**src/rtl/loader_pkg.sv**
```systemverilog
// Shared definitions for the instruction-memory boot loader.
//   - loader_state_t : frame-parser FSM states
//   - field widths for bytes, words, length field and byte index
//   - default frame start marker
package loader_pkg;

    localparam int BYTE_W = 8;
    localparam int WORD_W = 32;
    localparam int LEN_W  = 16;
    localparam int IDX_W  = 2;

    localparam logic [BYTE_W-1:0] SYNC_BYTE_DEFAULT = 8'hA5;

    typedef enum logic [2:0] {
        ST_IDLE,
        ST_LEN_HI,
        ST_LEN_LO,
        ST_DATA,
        ST_CHECK,
        ST_DONE,
        ST_ERROR
    } loader_state_t;

endpackage

```
**src/rtl/imem_loader_if.sv**
```systemverilog
// Byte stream in / instruction-memory write bus out for the boot loader.
//   i_byte, i_byte_valid               : UART receiver byte strobe (no backpressure)
//   o_imem_we, o_imem_addr, o_imem_wdata : one-cycle word write into instruction memory
// master : byte source and memory sink (bench / SoC side)
// slave  : the loader
interface imem_loader_if
    import loader_pkg::*;
#(
    parameter int ADDR_W = 9
);
    logic [BYTE_W-1:0] i_byte;
    logic              i_byte_valid;
    logic              o_imem_we;
    logic [ADDR_W-1:0] o_imem_addr;
    logic [WORD_W-1:0] o_imem_wdata;

    modport master (
        output i_byte, i_byte_valid,
        input  o_imem_we, o_imem_addr, o_imem_wdata
    );

    modport slave (
        input  i_byte, i_byte_valid,
        output o_imem_we, o_imem_addr, o_imem_wdata
    );

endinterface

```
**src/rtl/word_assembler.sv**
```systemverilog
// Packs four MSB-first bytes into a 32-bit word.
//   clk, rst_n : clock, asynchronous active-low reset
//   clear      : restart at byte 0 (frame start)
//   en         : accept byte_data this cycle
//   byte_data  : incoming byte
//   word       : assembled word, valid together with word_done
//   word_done  : high in the cycle the fourth byte is accepted
module word_assembler
    import loader_pkg::*;
(
    input  logic              clk,
    input  logic              rst_n,
    input  logic              clear,
    input  logic              en,
    input  logic [BYTE_W-1:0] byte_data,
    output logic [WORD_W-1:0] word,
    output logic              word_done
);

    logic [WORD_W-BYTE_W-1:0] shreg;
    logic [IDX_W-1:0]         idx;

    always_ff @(posedge clk or negedge rst_n) begin
        if (!rst_n) begin
            idx <= '0;
        end else if (clear) begin
            idx <= '0;
        end else if (en) begin
            idx <= idx + IDX_W'(1);
        end
    end

    // Shift register holds data only; the byte index alone decides validity.
    always_ff @(posedge clk) begin
        if (en) begin
            shreg <= {shreg[WORD_W-2*BYTE_W-1:0], byte_data};
        end
    end

    // The fourth byte is used straight from the input so the word is
    // complete in the same cycle as its last strobe.
    assign word      = {shreg, byte_data};
    assign word_done = en && (&idx);

endmodule

```
**src/rtl/imem_loader.sv**
```systemverilog
// Boot loader: parses SYNC / LEN_HI / LEN_LO / 4*N data bytes / CHK from the
// UART byte stream and writes each word into instruction memory at
// consecutive word addresses, holding the CPU in reset while loading.
//   i_clk, i_rst_n : clock, asynchronous active-low reset
//   bus            : byte stream in, instruction-memory write out
//   i_clear        : leave DONE / ERROR back to IDLE
//   o_cpu_hold     : CPU held in reset while high
//   o_done         : image loaded with good checksum
//   o_error        : load failed (length, checksum or timeout)
module imem_loader
    import loader_pkg::*;
#(
    parameter int                DEPTH          = 512,
    parameter int                TIMEOUT_CYCLES = 1_000_000,
    parameter logic [BYTE_W-1:0] SYNC_BYTE      = SYNC_BYTE_DEFAULT
)(
    input  logic         i_clk,
    input  logic         i_rst_n,
    imem_loader_if.slave bus,
    input  logic         i_clear,
    output logic         o_cpu_hold,
    output logic         o_done,
    output logic         o_error
);

    localparam int ADDR_W = $clog2(DEPTH);
    localparam int CNT_W  = $clog2(DEPTH + 1);
    localparam int TO_W   = $clog2(TIMEOUT_CYCLES + 1);

    loader_state_t     state, state_next;
    logic [BYTE_W-1:0] len_hi;
    logic [CNT_W-1:0]  n_words;
    logic [CNT_W-1:0]  word_cnt;
    logic [BYTE_W-1:0] xor_acc;
    logic [TO_W-1:0]   timeout_cnt;

    logic              we_p1;
    logic [ADDR_W-1:0] addr_p1;
    logic [WORD_W-1:0] wdata_p1;

    logic              start_frame, acc_xor, write_word;
    logic              asm_en, word_done, in_frame, timeout_hit, last_word;
    logic [WORD_W-1:0] asm_word;
    logic [LEN_W-1:0]  len_in;

    assign in_frame    = (state == ST_LEN_HI) || (state == ST_LEN_LO) ||
                         (state == ST_DATA)   || (state == ST_CHECK);
    assign asm_en      = bus.i_byte_valid && (state == ST_DATA);
    assign len_in      = {len_hi, bus.i_byte};
    assign last_word   = (word_cnt + CNT_W'(1)) == n_words;
    assign timeout_hit = timeout_cnt == TO_W'(TIMEOUT_CYCLES - 1);

    word_assembler u_asm (
        .clk       (i_clk),
        .rst_n     (i_rst_n),
        .clear     (start_frame),
        .en        (asm_en),
        .byte_data (bus.i_byte),
        .word      (asm_word),
        .word_done (word_done)
    );

    always_ff @(posedge i_clk or negedge i_rst_n) begin
        if (!i_rst_n) begin
            state <= ST_IDLE;
        end else begin
            state <= state_next;
        end
    end

    always_comb begin
        state_next  = state;
        start_frame = 1'b0;
        acc_xor     = 1'b0;
        write_word  = 1'b0;
        case (state)
            ST_IDLE: begin
                if (bus.i_byte_valid && bus.i_byte == SYNC_BYTE) begin
                    start_frame = 1'b1;
                    state_next  = ST_LEN_HI;
                end
            end
            ST_LEN_HI: begin
                if (bus.i_byte_valid) begin
                    acc_xor    = 1'b1;
                    state_next = ST_LEN_LO;
                end
            end
            ST_LEN_LO: begin
                if (bus.i_byte_valid) begin
                    acc_xor = 1'b1;
                    if (len_in > LEN_W'(DEPTH)) begin
                        state_next = ST_ERROR;
                    end else if (len_in == '0) begin
                        state_next = ST_CHECK;
                    end else begin
                        state_next = ST_DATA;
                    end
                end
            end
            ST_DATA: begin
                if (bus.i_byte_valid) begin
                    acc_xor = 1'b1;
                    if (word_done) begin
                        write_word = 1'b1;
                        if (last_word) begin
                            state_next = ST_CHECK;
                        end
                    end
                end
            end
            ST_CHECK: begin
                if (bus.i_byte_valid) begin
                    state_next = (bus.i_byte == xor_acc) ? ST_DONE : ST_ERROR;
                end
            end
            ST_DONE, ST_ERROR: begin
                // Clear wins over any byte arriving in the same cycle.
                if (i_clear) begin
                    state_next = ST_IDLE;
                end
            end
            default: state_next = ST_IDLE;
        endcase
        // A byte in the expiry cycle keeps the frame alive.
        if (in_frame && !bus.i_byte_valid && timeout_hit) begin
            state_next = ST_ERROR;
        end
    end

    always_ff @(posedge i_clk or negedge i_rst_n) begin
        if (!i_rst_n) begin
            len_hi      <= '0;
            n_words     <= '0;
            word_cnt    <= '0;
            xor_acc     <= '0;
            timeout_cnt <= '0;
            we_p1       <= 1'b0;
            addr_p1     <= '0;
            wdata_p1    <= '0;
        end else begin
            // ---- write stage: registered word, address and strobe ----
            we_p1 <= write_word;
            if (write_word) begin
                addr_p1  <= word_cnt[ADDR_W-1:0];
                wdata_p1 <= asm_word;
                word_cnt <= word_cnt + CNT_W'(1);
            end

            if (start_frame) begin
                xor_acc  <= '0;
                word_cnt <= '0;
            end else if (acc_xor) begin
                xor_acc <= xor_acc ^ bus.i_byte;
            end

            if (state == ST_LEN_HI && bus.i_byte_valid) begin
                len_hi <= bus.i_byte;
            end
            // Only lengths up to DEPTH reach DATA, so the low bits suffice.
            if (state == ST_LEN_LO && bus.i_byte_valid) begin
                n_words <= len_in[CNT_W-1:0];
            end

            if (bus.i_byte_valid || !in_frame) begin
                timeout_cnt <= '0;
            end else begin
                timeout_cnt <= timeout_cnt + TO_W'(1);
            end
        end
    end

    assign bus.o_imem_we    = we_p1;
    assign bus.o_imem_addr  = addr_p1;
    assign bus.o_imem_wdata = wdata_p1;

    // Decoded from the asynchronously reset state, so hold drops with reset.
    assign o_cpu_hold = in_frame || (state == ST_ERROR);
    assign o_done     = (state == ST_DONE);
    assign o_error    = (state == ST_ERROR);

endmodule

```
**src/flat_wrapper.sv**
```systemverilog
// flat-port wrapper written by rule: the top's interface ports become plain ports
module imem_loader_flat import loader_pkg::*;
#(
    parameter int                DEPTH          = 512,
    parameter int                TIMEOUT_CYCLES = 1_000_000,
    parameter logic [BYTE_W-1:0] SYNC_BYTE      = SYNC_BYTE_DEFAULT
)
  (i_clk, i_rst_n, i_clear, o_cpu_hold, o_done, o_error, bus_i_byte, bus_i_byte_valid, bus_o_imem_we, bus_o_imem_addr, bus_o_imem_wdata);
  imem_loader_if #(.ADDR_W(9)) bus_i ();
  input  logic i_clk;
  input  logic i_rst_n;
  input  logic i_clear;
  output logic o_cpu_hold;
  output logic o_done;
  output logic o_error;
  input wire logic [$bits(bus_i.i_byte)-1:0] bus_i_byte;
  input wire logic [$bits(bus_i.i_byte_valid)-1:0] bus_i_byte_valid;
  output wire logic [$bits(bus_i.o_imem_we)-1:0] bus_o_imem_we;
  output wire logic [$bits(bus_i.o_imem_addr)-1:0] bus_o_imem_addr;
  output wire logic [$bits(bus_i.o_imem_wdata)-1:0] bus_o_imem_wdata;
  assign bus_i.i_byte = bus_i_byte;
  assign bus_i.i_byte_valid = bus_i_byte_valid;
  assign bus_o_imem_we = bus_i.o_imem_we;
  assign bus_o_imem_addr = bus_i.o_imem_addr;
  assign bus_o_imem_wdata = bus_i.o_imem_wdata;
  imem_loader #(.DEPTH(DEPTH), .TIMEOUT_CYCLES(TIMEOUT_CYCLES), .SYNC_BYTE(SYNC_BYTE)) u_core (.i_clk(i_clk), .i_rst_n(i_rst_n), .bus(bus_i), .i_clear(i_clear), .o_cpu_hold(o_cpu_hold), .o_done(o_done), .o_error(o_error));
endmodule
```
**config.mk**
```make
export PLATFORM = sky130hd
export DESIGN_NAME = imem_loader_flat
export DESIGN_NICKNAME = d
export VERILOG_FILES = /design/src/rtl/loader_pkg.sv /design/src/rtl/imem_loader_if.sv /design/src/rtl/word_assembler.sv /design/src/rtl/imem_loader.sv /design/src/flat_wrapper.sv
export SDC_FILE = /design/constraint.sdc
export NUM_CORES = 1
export LEC_CHECK = 0
export CELL_PAD_IN_SITES_DETAIL_PLACEMENT = 0
export CELL_PAD_IN_SITES_GLOBAL_PLACEMENT = 1
export CORE_MARGIN = 4
export CORE_UTILIZATION = 48
export DETAILED_ROUTE_END_ITERATION = 6
export GPL_ROUTABILITY_DRIVEN = 0
export HOLD_SLACK_MARGIN = 0.02
export PLACE_DENSITY = 0.94
export SYNTH_ARGS = -nofsm -noshare
export SYNTH_HDL_FRONTEND = slang
export SYNTH_SLANG_ARGS = --single-unit
```
**constraint.sdc**
```tcl
create_clock -name i_clk -period 5.8 [get_ports i_clk]
set_clock_uncertainty 0.2 [all_clocks]
set_input_delay 1.16 -clock i_clk [delete_from_list [all_inputs] [get_ports i_clk]]
set_output_delay 1.16 -clock i_clk [all_outputs]
set_load 0.02 [all_outputs]
```
## Word-level counts from Yosys, hierarchy flattened

Cells that the tools add are included.

- Memories: 0
- Memory bits (writable): 0
- Bits in latches: 0
- Bits in registers: 127
- Bits in read-only memories: 0
- Output and inout bits: 45

- Mux-type cells: 27
- Shift-type cells: 0
- Reduce and logical (&&, ||, !) cells: 23
- Bitwise operators: 1
- Order comparisons: 1
- Div/mod/pow operators: 0
- Multiply operators: 0
- Add/sub/neg operators: 3
- Equality and inequality tests: 18

Operators by type and width:

| operator | number |
|---|---|
| 3-bit two-way mux | 11 |
| 20-bit by 1-bit adder with 20-bit output, second input constant | 1 |
| 20-bit equality test, second input constant | 1 |
| 10-bit two-way mux | 2 |
| 20-bit two-way mux | 1 |
| 3-bit case mux with 6 select lines | 1 |
| 16-bit by 10-bit > comparator with 1-bit output, second input constant | 1 |
| 16-bit zero test | 1 |
| 8-bit two-way mux | 2 |
| 3-bit inequality test, second input constant | 5 |
| 10-bit by 1-bit adder with 10-bit output, second input constant | 1 |
| 10-bit equality test | 1 |
| 3-bit equality test, second input constant | 3 |
| 8-bit equality test | 1 |
| 8-bit equality test, second input constant | 1 |
| 8-bit AND reduction | 1 |
| 8-bit XOR | 1 |
| 1-bit logical AND | 7 |
| 1-bit two-way mux | 7 |
| 3-bit by 2-bit equality test with 1-bit output, second input constant | 2 |
| 2-bit two-way mux | 3 |
| 3-bit by 2-bit inequality test with 1-bit output, second input constant | 2 |
| 2-bit nonzero test | 3 |
| 1-bit logical OR | 5 |
| 8 further kinds | 9 |

## Logic depth before layout (Yosys ltp)

Gate-level depths: netlist of run 1.

- Depth in word-level cells: 8
- Gate-level depth with buffers: 9
- Depth with buffers taken out: 7

## Modules after synthesis

From an unflattened synthesis of run 1, not the netlist that was laid out.

- Cell total of the unflattened synthesis: 547
- Area, all modules: 5,670.4 µm²

Modules (own cells, without submodules):

| module | times used | area each (µm²) | seq. area each (µm²) | cells an instance |
|---|---|---|---|---|
| imem_loader | 1 | 4,793.3 | 2,527.4 | 507 |
| word_assembler | 1 | 877.1 | 770.7 | 40 |

## Worst setup path after synthesis of run 1

Ideal clock, no wire load.

- Path type: input to register
- Start point: input bus_i_byte_valid
- End point: register u_core.state[1]
- Path slack: 2.687 ns
- Library setup time: 0.136 ns
- Stages on the path: 7
- Arrival time: 2.778 ns
- Path through: and4b_1 > clkbuf_2 > nand2_1 > nor4_1 > o2111ai_1 > o31ai_1 > nand3_1

- Elaborated cells between the ends (all ways): 16
- Those cells by class: eq/ne: 8; mux: 1; reduce/logical: 7

RTL lines:

| what | RTL line | RTL |
|---|---|---|
| from (decl) | flat_wrapper.sv:17 | `input wire logic [$bits(bus_i.i_byte_valid)-1:0] bus_i_byte_valid;` |
| 1-bit logical AND | imem_loader.sv:48 | `assign asm_en = bus.i_byte_valid && (state == ST_DATA);` |
| via u_core.asm_en | imem_loader.sv:42 | `logic asm_en, word_done, in_frame, timeout_hit, last_word;` |
| 1-bit logical AND | word_assembler.sv:43 | `assign word_done = en && (&idx);` |
| 3-bit inequality test (no source line) | n/a |  |
| 8-bit AND reduction (no source line) | n/a |  |
| to (signal assigned) | imem_loader.sv:67 | `state <= state_next;` |
| to (decl) | imem_loader.sv:30 | `loader_state_t state, state_next;` |

The timed path passes the listed nets, and every way through them passes these cells.
A chain may end at the register's enable or synchronous reset.

## Worst setup path after layout of run 1

- Start point: input bus_i_byte_valid
- End point: register u_core.state[0]

- Word-level cells in the longest chain between the ends: 5
- Elaborated cells between the ends (all ways): 16
- Those cells by class: eq/ne: 8; mux: 1; reduce/logical: 7

RTL lines:

| what | RTL line | RTL |
|---|---|---|
| 1-bit zero test | imem_loader.sv:126 | `if (in_frame && !bus.i_byte_valid && timeout_hit) begin` |
| 1-bit logical AND (2 in series) | imem_loader.sv:126 |  |
| 3-bit by 2-bit inequality test with 1-bit output (no source line), or another cell as far along | n/a |  |
| 8-bit AND reduction (no source line) | n/a |  |

Several ways; a longest one is shown, not always the timed one.

==> impl_metrics.json, run 1 <==
{
  "regArea_um2": 3300,
  "grt_setup_unrepaired": "no",
  "tns_ns": 0,
  "overflow": 0,
  "cts_tree": "yes",
  "syn_to_final_growth_pct": 22.7,
  "htree_levels": 4,
  "nNetsFinal": 604,
  "wl_per_cell_um": 15.8,
  "layout_min_cycle_time_ns": 3.95,
  "synth_ff_type": "dfrtp_1",
  "postLayoutSetupSlackWorst_ns": 1.85,
  "netlist_instances": 532,
  "crit_required_ns": 5.88,
  "grt_pass1_vias": 4016,
  "intPower_mw": 2.08,
  "dieArea_um2": 13400,
  "grt_usage_pct": 19.0,
  "synth_edf_count": 24,
  "row_count": 39,
  "netSwitchingFraction_pct": 29.9,
  "num_io_pins": 57,
  "cts_resized": 0,
  "final-hold-violation-count": 0,
  "min_path_type": "flop to flop",
  "n_antenna_cell": 0,
  "fin_crit_sh_pct": 68.1,
  "drtPass1Iterations": 4,
  "grt_max_degree": 59,
  "arrival_ns": 4.03,
  "multi_input_area_um2": 2160,
  "power.leakage_nw": 2.94,
  "layoutNonFillerInstCount": 745,
  "syn_area_per_cell_um2": 10.5,
  "crit_chain": "clkdlybuf4s50_1 -> and4b_1 -> buf_4 -> nand2_2 -> nor4_1 -> o2111ai_1 -> o31ai_1 -> a21oi_1",
  "reg2reg_depth": 7,
  "yosys.area.top_type_share_pct": 46.3,
  "fill_cells": 928,
  "yosysTopAreaCell": "dfrtp_1",
  "outcome": "complete, no violations",
  "grt_pass1_wl_um": 19700,
  "viasPerCell": 5.33,
  "synth_warnings": 0,
  "synth_cell_types": 52,
  "p_seq_share_pct": 41.9,
  "r2r_slack_ns": 2.56,
  "powerDensity_nw_per_um2": 434,
  "fp.coreArea_um2": 11400,
  "startpoint_type": "input port",
  "path_class": "input port to flop",
  "max_stage_delay_ns": 0.64,
  "place_ws_ns": 1.49,
  "layout_common_cells": "nand2_1, dfrtp_1, clkdlybuf4s50_1",
  "worstMarginPinSlew_ns": 1.00,
  "final_common_cell": "nand2_1",
  "vdd_drop_max_uv": 331,
  "ant_nets": 0,
  "routed_wl_um": 11800,
  "synth_area_um2": 5570,
  "critical_path.max_fanout": 53,
  "cp-end-kind": "flop",
  "layout-drive-gt1-share_pct": 11.0,
  "grt_antenna_before_repair": 0,
  "vias": 3971,
  "yosysSeqAreaShare_pct": 59.2,
  "comb_power_share_pct": 22.4,
  "rr_endpoint": "u_core.state[0]$_DFFE_PN0P_",
  "synth_async_sr_flop_share_pct": 81.1,
  "placed_cells": 713,
  "path_clk_slew_ns": 0.06,
  "synth-seq-cells": 127,
  "synth_fp_nets": 547,
  "port_buffers": 56,
  "dieHeight_um": 116,
  "cp_top_family": "simple AND/OR/NAND/NOR gates",
  "report.final.slew_viol_count": 0,
  "setup_violations": 0,
  "crit_path_end": "u_core.state[0]$_DFFE_PN0P_",
  "yosys-top-cells-area": "dfrtp_1, edfxtp_1, nand2_1, mux2_2, xor2_1",
  "clk_latency_ns": 0.41,
  "p_clk_share_pct": 35.7,
  "clock_path_buffers": 2,
  "r2r-start": "u_core.state[2]$_DFFE_PN0P_",
  "die_x_um": 116,
  "crit_slowest_cell": "nand2_2",
  "postCtsSetupBuffers": 0,
  "crit_cells": 8,
  "dp_hpwl_um": 7600,
  "initial_utilization_pct": 49.0,
  "clock-root-buffer": "clkbuf_16",
  "maxSlewHeadroom_pct": 33.1,
  "startpoint": "bus_i_byte_valid",
  "cts_sinks": 127,
  "drcViolationCount": 0,
  "fmax_mhz": 253,
  "switchingPower_uw": 887,
  "path_buf_inv": 2,
  "hold_buffers": 0,
  "drtIter0Drc": 287,
  "cts_buffers": 17,
  "maxCapViolations": 0
}
[metrics by stage]
step	utilization [%]	power (mW)	hold WS [ns]	cell area (um2)
2_1_floorplan	-	1.68	0.215	5570
3_3_place_gp	54.8	1.89	0.227	6240
3_5_place_dp	54.8	1.92	0.227	6240
4_1_cts	60.1	2.98	0.242	6830
5_1_grt	60.1	3.11	0.263	6830
6_report	60.1	2.97	0.247	6830
[area by class of cell]
type | count | area share, %
repair buffers | 59 | 8.50
multi-input cells | 380 | 31.7
inverters | 4 | 0.220
clock inverters | 15 | 2.51
clock buffers | 17 | 6.23
well taps | 143 | 2.62
flip-flops and latches | 127 | 48.3
[kinds of logic after synthesis]
| family | count (synthesis) | share of synthesized area (%) |
|---|---|---|
| AO/OA/AOI/OAI | 38 | 3.95 |
| XOR/XNOR | 46 | 7.23 |
| adder cells (fa/ha/maj) | 3 | 0.674 |
| buffers and inverters | 25 | 1.98 |
| flip-flops | 127 | 59.2 |
| multiplexers | 22 | 4.38 |
| AND/OR/NAND/NOR | 271 | 22.6 |
[power groups by stage]
stage               sequential (mW)  clock [mW]  combinational (mW)
finish                         1.24        1.06               0.666
CTS                            1.24        1.07               0.672
global placement               1.25           0               0.644
detailed placement             1.26           0               0.664
floorplan                      1.25           0               0.425
global route                   1.27        1.11               0.733
[synth_stat cells, types with 5 or more instances]
cell,n
xnor2_1,22
nand4_1,6
nor2_1,38
xor2_1,24
nor4_1,5
edfxtp_1,24
nand2_1,162
nand2b_1,5
and3_1,6
nor3_1,7
mux2_2,19
clkbuf_1,13
o21ai_0,19
nand3_1,13
a21oi_1,8
dfrtp_1,103
[worst min-delay path by stage]
stage / slack, ns / cells past startpoint / endpoint / from
6_report: 0.25 / 2 / u_core.bus.o_imem_wdata[25]$_DFFE_PN0P_ / u_core.u_asm.shreg[17]$_DFFE_PP_
5_1_grt: 0.26 / 2 / u_core.bus.o_imem_wdata[31]$_DFFE_PN0P_ / u_core.u_asm.shreg[23]$_DFFE_PP_
4_1_cts: 0.24 / 2 / u_core.bus.o_imem_wdata[27]$_DFFE_PN0P_ / u_core.u_asm.shreg[19]$_DFFE_PP_
3_5_place_dp: 0.23 / 2 / u_core.bus.o_imem_wdata[26]$_DFFE_PN0P_ / u_core.u_asm.shreg[18]$_DFFE_PP_
3_3_place_gp: 0.23 / 2 / u_core.bus.o_imem_wdata[25]$_DFFE_PN0P_ / u_core.u_asm.shreg[17]$_DFFE_PP_
2_1_floorplan: 0.21 / 2 / u_core.bus.o_imem_wdata[24]$_DFFE_PN0P_ / u_core.u_asm.shreg[16]$_DFFE_PP_
[sequential cells by signal, indices dropped and copies added, names as in the netlist, 8 cells and up]
name / flops
u_core.bus.o_imem_wdata: 32
u_core.u_asm.shreg: 24
u_core.timeout_cnt: 20
u_core.n_words: 10
u_core.word_cnt: 10
u_core.bus.o_imem_addr: 9
u_core.len_hi: 8
u_core.xor_acc: 8
[metal layers]
| layer | wire, um | GRT usage, % |
|---|---|---|
| met5 | 0 | 0 |
| met4 | 181 | 6.81 |
| met3 | 596 | 5.01 |
| met2 | 5680 | 30.1 |
| met1 | 5300 | 25.4 |
[worst register-to-register path, stage by stage (launching register included)]
cell,delay [ns]
dfrtp_1,0.53
and4b_1,0.33
buf_4,0.32
nand2_2,0.65
nor4_1,0.47
o2111ai_1,0.19
o31ai_1,0.29
a21oi_1,0.13
(Power assumes the default switching activity.)
==> inputs of run 2 (changes only) <==
Settings changed: CORE_UTILIZATION 48 to 40, PLACE_DENSITY 0.94 to 0.85.
Clock period 5.8 ns to 3.6 ns, I/O delays scaled along.
==> impl_metrics.json, run 2 (synthesis results as in run 1) <==
{
  "outcome": "complete, no violations",
  "clock-root-buffer": "clkbuf_16",
  "crit_required_ns": 2.68,
  "startpoint_type": "flop",
  "vias": 3994,
  "cp-end-kind": "output pin",
  "grt_setup_unrepaired": "no",
  "grt_antenna_before_repair": 0,
  "ant_nets": 0,
  "drtPass1Iterations": 5,
  "postLayoutSetupSlackWorst_ns": 0.654,
  "drtIter0Drc": 250,
  "arrival_ns": 2.03,
  "cts_resized": 0,
  "fp.coreArea_um2": 13500,
  "min_path_type": "input port to asynchronous set/reset pin",
  "place_ws_ns": 0.442,
  "layoutNonFillerInstCount": 789,
  "power_mw": 4.69,
  "dieHeight_um": 126,
  "clock_path_buffers": 2,
  "drcViolationCount": 0,
  "nNetsFinal": 615,
  "power.leakage_nw": 2.99,
  "grt_max_degree": 65,
  "num_io_pins": 57,
  "report.final.slew_viol_count": 0,
  "path_clk_slew_ns": 0.06,
  "postCtsSetupBuffers": 0,
  "n_antenna_cell": 0,
  "grt_usage_pct": 15.9,
  "die_x_um": 126,
  "initial_utilization_pct": 41.4,
  "vdd_drop_max_uv": 319,
  "maxSlewHeadroom_pct": 45.3,
  "dp_hpwl_um": 8070,
  "crit_slowest_cell": "clkdlybuf4s50_1",
  "final_common_cell": "nand2_1",
  "path_class": "flop to output pin",
  "overflow": 0,
  "hold_buffers": 0,
  "clk_latency_ns": 0.41,
  "htree_levels": 4,
  "placed_cells": 757,
  "maxCapViolations": 0,
  "max_stage_delay_ns": 0.57,
  "crit_chain": "nor3_1 -> a21oi_1 -> clkdlybuf4s50_1",
  "fin_area_um2": 6940,
  "row_count": 42,
  "cts_sinks": 127,
  "port_buffers": 56,
  "cts_tree": "yes",
  "largest_reg_flops": 32,
  "fin_crit_sh_pct": 81.8,
  "final-hold-violation-count": 0,
  "syn_to_final_growth_pct": 24.6,
  "cts_buffers": 17,
  "grt_pass1_wl_um": 19900,
  "grt_pass1_vias": 3978,
  "fmax_mhz": 339,
  "tns_ns": 0,
  "routed_wl_um": 12000,
  "layout_min_cycle_time_ns": 2.95,
  "wl_per_cell_um": 15.2,
  "setup_violations": 0,
  "layout-drive-gt1-share_pct": 12.4,
  "fill_cells": 1203,
  "viasPerCell": 5.06,
  "critical_path.max_fanout": 13,
  "powerDensity_nw_per_um2": 677,
  "dieArea_um2": 15900,
  "layout_common_cells": "nand2_1, dfrtp_1, clkdlybuf4s50_1",
  "placed_area_um2": 6370,
  "worstMarginPinSlew_ns": 0.821
}
-- run 2: changes by cell type in the layout (fill, tap and decap cells not counted), sizes merged --
| cell | change |
|---|---|
| buf | +11 |
| clkinv | -1 |
| clkinvlp | -1 |
| bufinv | -2 |
| clkbuf | +3 |
| inv | +1 |
-- run 2: critical path: cells and delay by family, from the launching register on --
kind | cells | cell delay (ns)
AND/OR/NAND/NOR | 1 | 0.42
flip-flops | 1 | 0.52
buffers and inverters | 1 | 0.57
AO/OA/AOI/OAI | 1 | 0.11
-- run 2: final cells by class --
class / count / area, um2 / area share (%)
Clock buffer: 20 / 457 / 6.58
Clock inverter: 12 / 113 / 1.62
Inverter: 4 / 15.0 / 0.216
Multi-Input combinational cell: 380 / 2160 / 31.1
Sequential cell: 127 / 3300 / 47.5
Tap cell: 176 / 220 / 3.17
Timing Repair Buffer: 70 / 676 / 9.74
-- run 2: per-stage QoR --
stage	utilization [%]	hold slack, ns
after floorplan	-	0.215
after global placement	47.3	0.221
after global routing	51.6	0.261
after detailed placement	47.3	0.225
after CTS	51.6	0.238
final	51.6	0.216
-- run 2: path summary, 6_finish.rpt --
check	from	to	slack (ns)	cells past startpoint
worst max-delay path	u_core.state[0]$_DFFE_PN0P_	o_cpu_hold	0.65	3
worst min-delay path	i_rst_n	u_core.bus.o_imem_addr[3]$_DFFE_PN0P_	0.22	1
worst max register to register	u_core.word_cnt[2]$_DFFE_PN0P_	u_core.state[2]$_DFFE_PN0P_	1.02	6
worst min register to register	u_core.u_asm.shreg[16]$_DFFE_PP_	u_core.bus.o_imem_wdata[24]$_DFFE_PN0P_	0.23	2
max in group asynchronous	i_rst_n	u_core.bus.o_imem_wdata[7]$_DFFE_PN0P_	2.27	2
min in group i_clk	u_core.u_asm.shreg[16]$_DFFE_PP_	u_core.bus.o_imem_wdata[24]$_DFFE_PN0P_	0.23	2
-- run 2: report_power, final --
group | internal [mW] | switching (mW)
sequential | 1.75 | 0.240
combinational | 0.527 | 0.557
clock | 0.986 | 0.632
-- run 2: metal layers --
layer	vias to the layer above	GRT usage [%]	part of all wire, %
li1	1925	-	-
met1	1958	20.1	44
met2	99	25.8	50
met3	12	5.46	4.7
met4	0	5.30	1.1
met5	-	0	0
==> inputs of run 3 (changes only) <==
Settings changed: CORE_UTILIZATION 40 to 45, PLACE_DENSITY 0.85 to 0.9.
Clock period 3.6 ns to 3 ns, I/O delays scaled along.
==> impl_metrics.json, run 3 (synthesis results as in run 1) <==
{
  "outcome": "complete, no violations",
  "n_antenna_cell": 0,
  "layout_min_cycle_time_ns": 2.78,
  "grt_setup_unrepaired": "no",
  "hold_buffers": 0,
  "netSwitchingFraction_pct": 29.0,
  "port_buffers": 56,
  "drtIter0Drc": 439,
  "power.leakage_nw": 3.07,
  "path_buf_inv": 1,
  "tns_ns": 0,
  "overflow": 0,
  "placed_area_um2": 6420,
  "critical_path.max_fanout": 13,
  "dp_hpwl_um": 8130,
  "path_clk_slew_ns": 0.06,
  "layout_common_cells": "nand2_1, dfrtp_1, clkdlybuf4s50_1",
  "die_x_um": 119,
  "dieArea_um2": 14200,
  "grt_antenna_before_repair": 1,
  "min_path_type": "input port to asynchronous set/reset pin",
  "vias": 4085,
  "grt_pass1_wl_um": 20700,
  "cts_resized": 0,
  "clock-root-buffer": "clkbuf_16",
  "syn_to_final_growth_pct": 26.8,
  "power_mw": 5.94,
  "fp.coreArea_um2": 12100,
  "layout-drive-gt1-share_pct": 13.2,
  "htree_levels": 4,
  "crit_required_ns": 2.20,
  "clk_latency_ns": 0.41,
  "dieHeight_um": 119,
  "drtPass1Iterations": 5,
  "crit_chain": "nor3_1 -> a21oi_1 -> clkdlybuf4s50_1",
  "largest_reg_flops": 32,
  "routed_wl_um": 12100,
  "cts_tree": "yes",
  "clock_path_buffers": 2,
  "final-hold-violation-count": 0,
  "grt_pass1_vias": 4106,
  "worstMarginPinSlew_ns": 0.624,
  "cts_sinks": 127,
  "powerDensity_nw_per_um2": 841,
  "drcViolationCount": 0,
  "grt_usage_pct": 18.3,
  "final_common_cell": "nand2_1",
  "report.final.slew_viol_count": 0,
  "initial_utilization_pct": 46.2,
  "setup_violations": 0,
  "ant_nets": 0,
  "wl_per_cell_um": 15.3,
  "viasPerCell": 5.19,
  "num_io_pins": 57,
  "arrival_ns": 1.98,
  "nNetsFinal": 621,
  "p_clk_share_pct": 37.4,
  "path_class": "flop to output pin",
  "maxCapViolations": 0,
  "vdd_drop_max_uv": 443,
  "row_count": 40,
  "intPower_mw": 4.22,
  "startpoint_type": "flop",
  "max_stage_delay_ns": 0.56,
  "grt_max_degree": 52,
  "fin_crit_sh_pct": 92.5,
  "cts_buffers": 17,
  "p_seq_share_pct": 40.4,
  "fin_area_um2": 7060,
  "fmax_mhz": 360,
  "postCtsSetupBuffers": 0,
  "cp-end-kind": "output pin",
  "cp_top_family": "buffers and inverters",
  "comb_power_share_pct": 22.2,
  "maxSlewHeadroom_pct": 58.4,
  "crit_slowest_cell": "clkdlybuf4s50_1",
  "switchingPower_mw": 1.72
}
run 3: cell type report:
class                   instances  area, um2
clock buffers                  17        425
well taps                     168        210
flip-flops and latches        127       3300
clock inverters                15        219
multi-input cells             380       2160
fillers                      1018       5000
inverters                       4       15.0
repair buffers                 76        733
run 3: metrics by stage:
step	cells	setup slack [ns]	hold slack [ns]	util, %
5_1_grt	787	0.121	0.0456	58.5
3_3_place_gp	755	0.146	0.219	53.2
6_report	787	0.225	0.000553	58.5
3_5_place_dp	755	0.118	0.228	53.2
2_1_floorplan	532	0.447	0.104	-
4_1_cts	787	0.253	0.0251	58.5
run 3: per-layer routing:
metal	GRT usage (%)	wire length (um)	up-vias
met3	5.03	710	19
met2	28.8	5710	125
li1	-	-	1939
met1	24.2	5480	2000
met5	0	7	-
met4	6.81	174	2
run 3: worst paths after layout:
| path | from | to | slack (ns) | cells past startpoint |
|---|---|---|---|---|
| setup reg to reg | u_core.word_cnt[2]$_DFFE_PN0P_ | u_core.state[2]$_DFFE_PN0P_ | 0.49 | 6 |
| hold / removal | i_rst_n | u_core.word_cnt[9]$_DFFE_PN0P_ | 0.0006 | 1 |
| min in group i_clk | u_core.u_asm.shreg[23]$_DFFE_PP_ | u_core.bus.o_imem_wdata[31]$_DFFE_PN0P_ | 0.24 | 2 |
| max in group asynchronous | i_rst_n | u_core.n_words[4]$_DFFE_PN0P_ | 1.88 | 2 |
| setup / recovery | u_core.state[0]$_DFFE_PN0P_ | o_cpu_hold | 0.22 | 3 |
| hold reg to reg | u_core.u_asm.shreg[23]$_DFFE_PP_ | u_core.bus.o_imem_wdata[31]$_DFFE_PN0P_ | 0.24 | 2 |
run 3: power groups by stage:
stage	combinational, mW	sequential [mW]	clock (mW)
detailed placement	1.32	2.42	0
global route	1.45	2.45	2.33
CTS	1.33	2.40	2.25
floorplan	0.821	2.42	0
global placement	1.29	2.40	0
finish	1.32	2.40	2.22
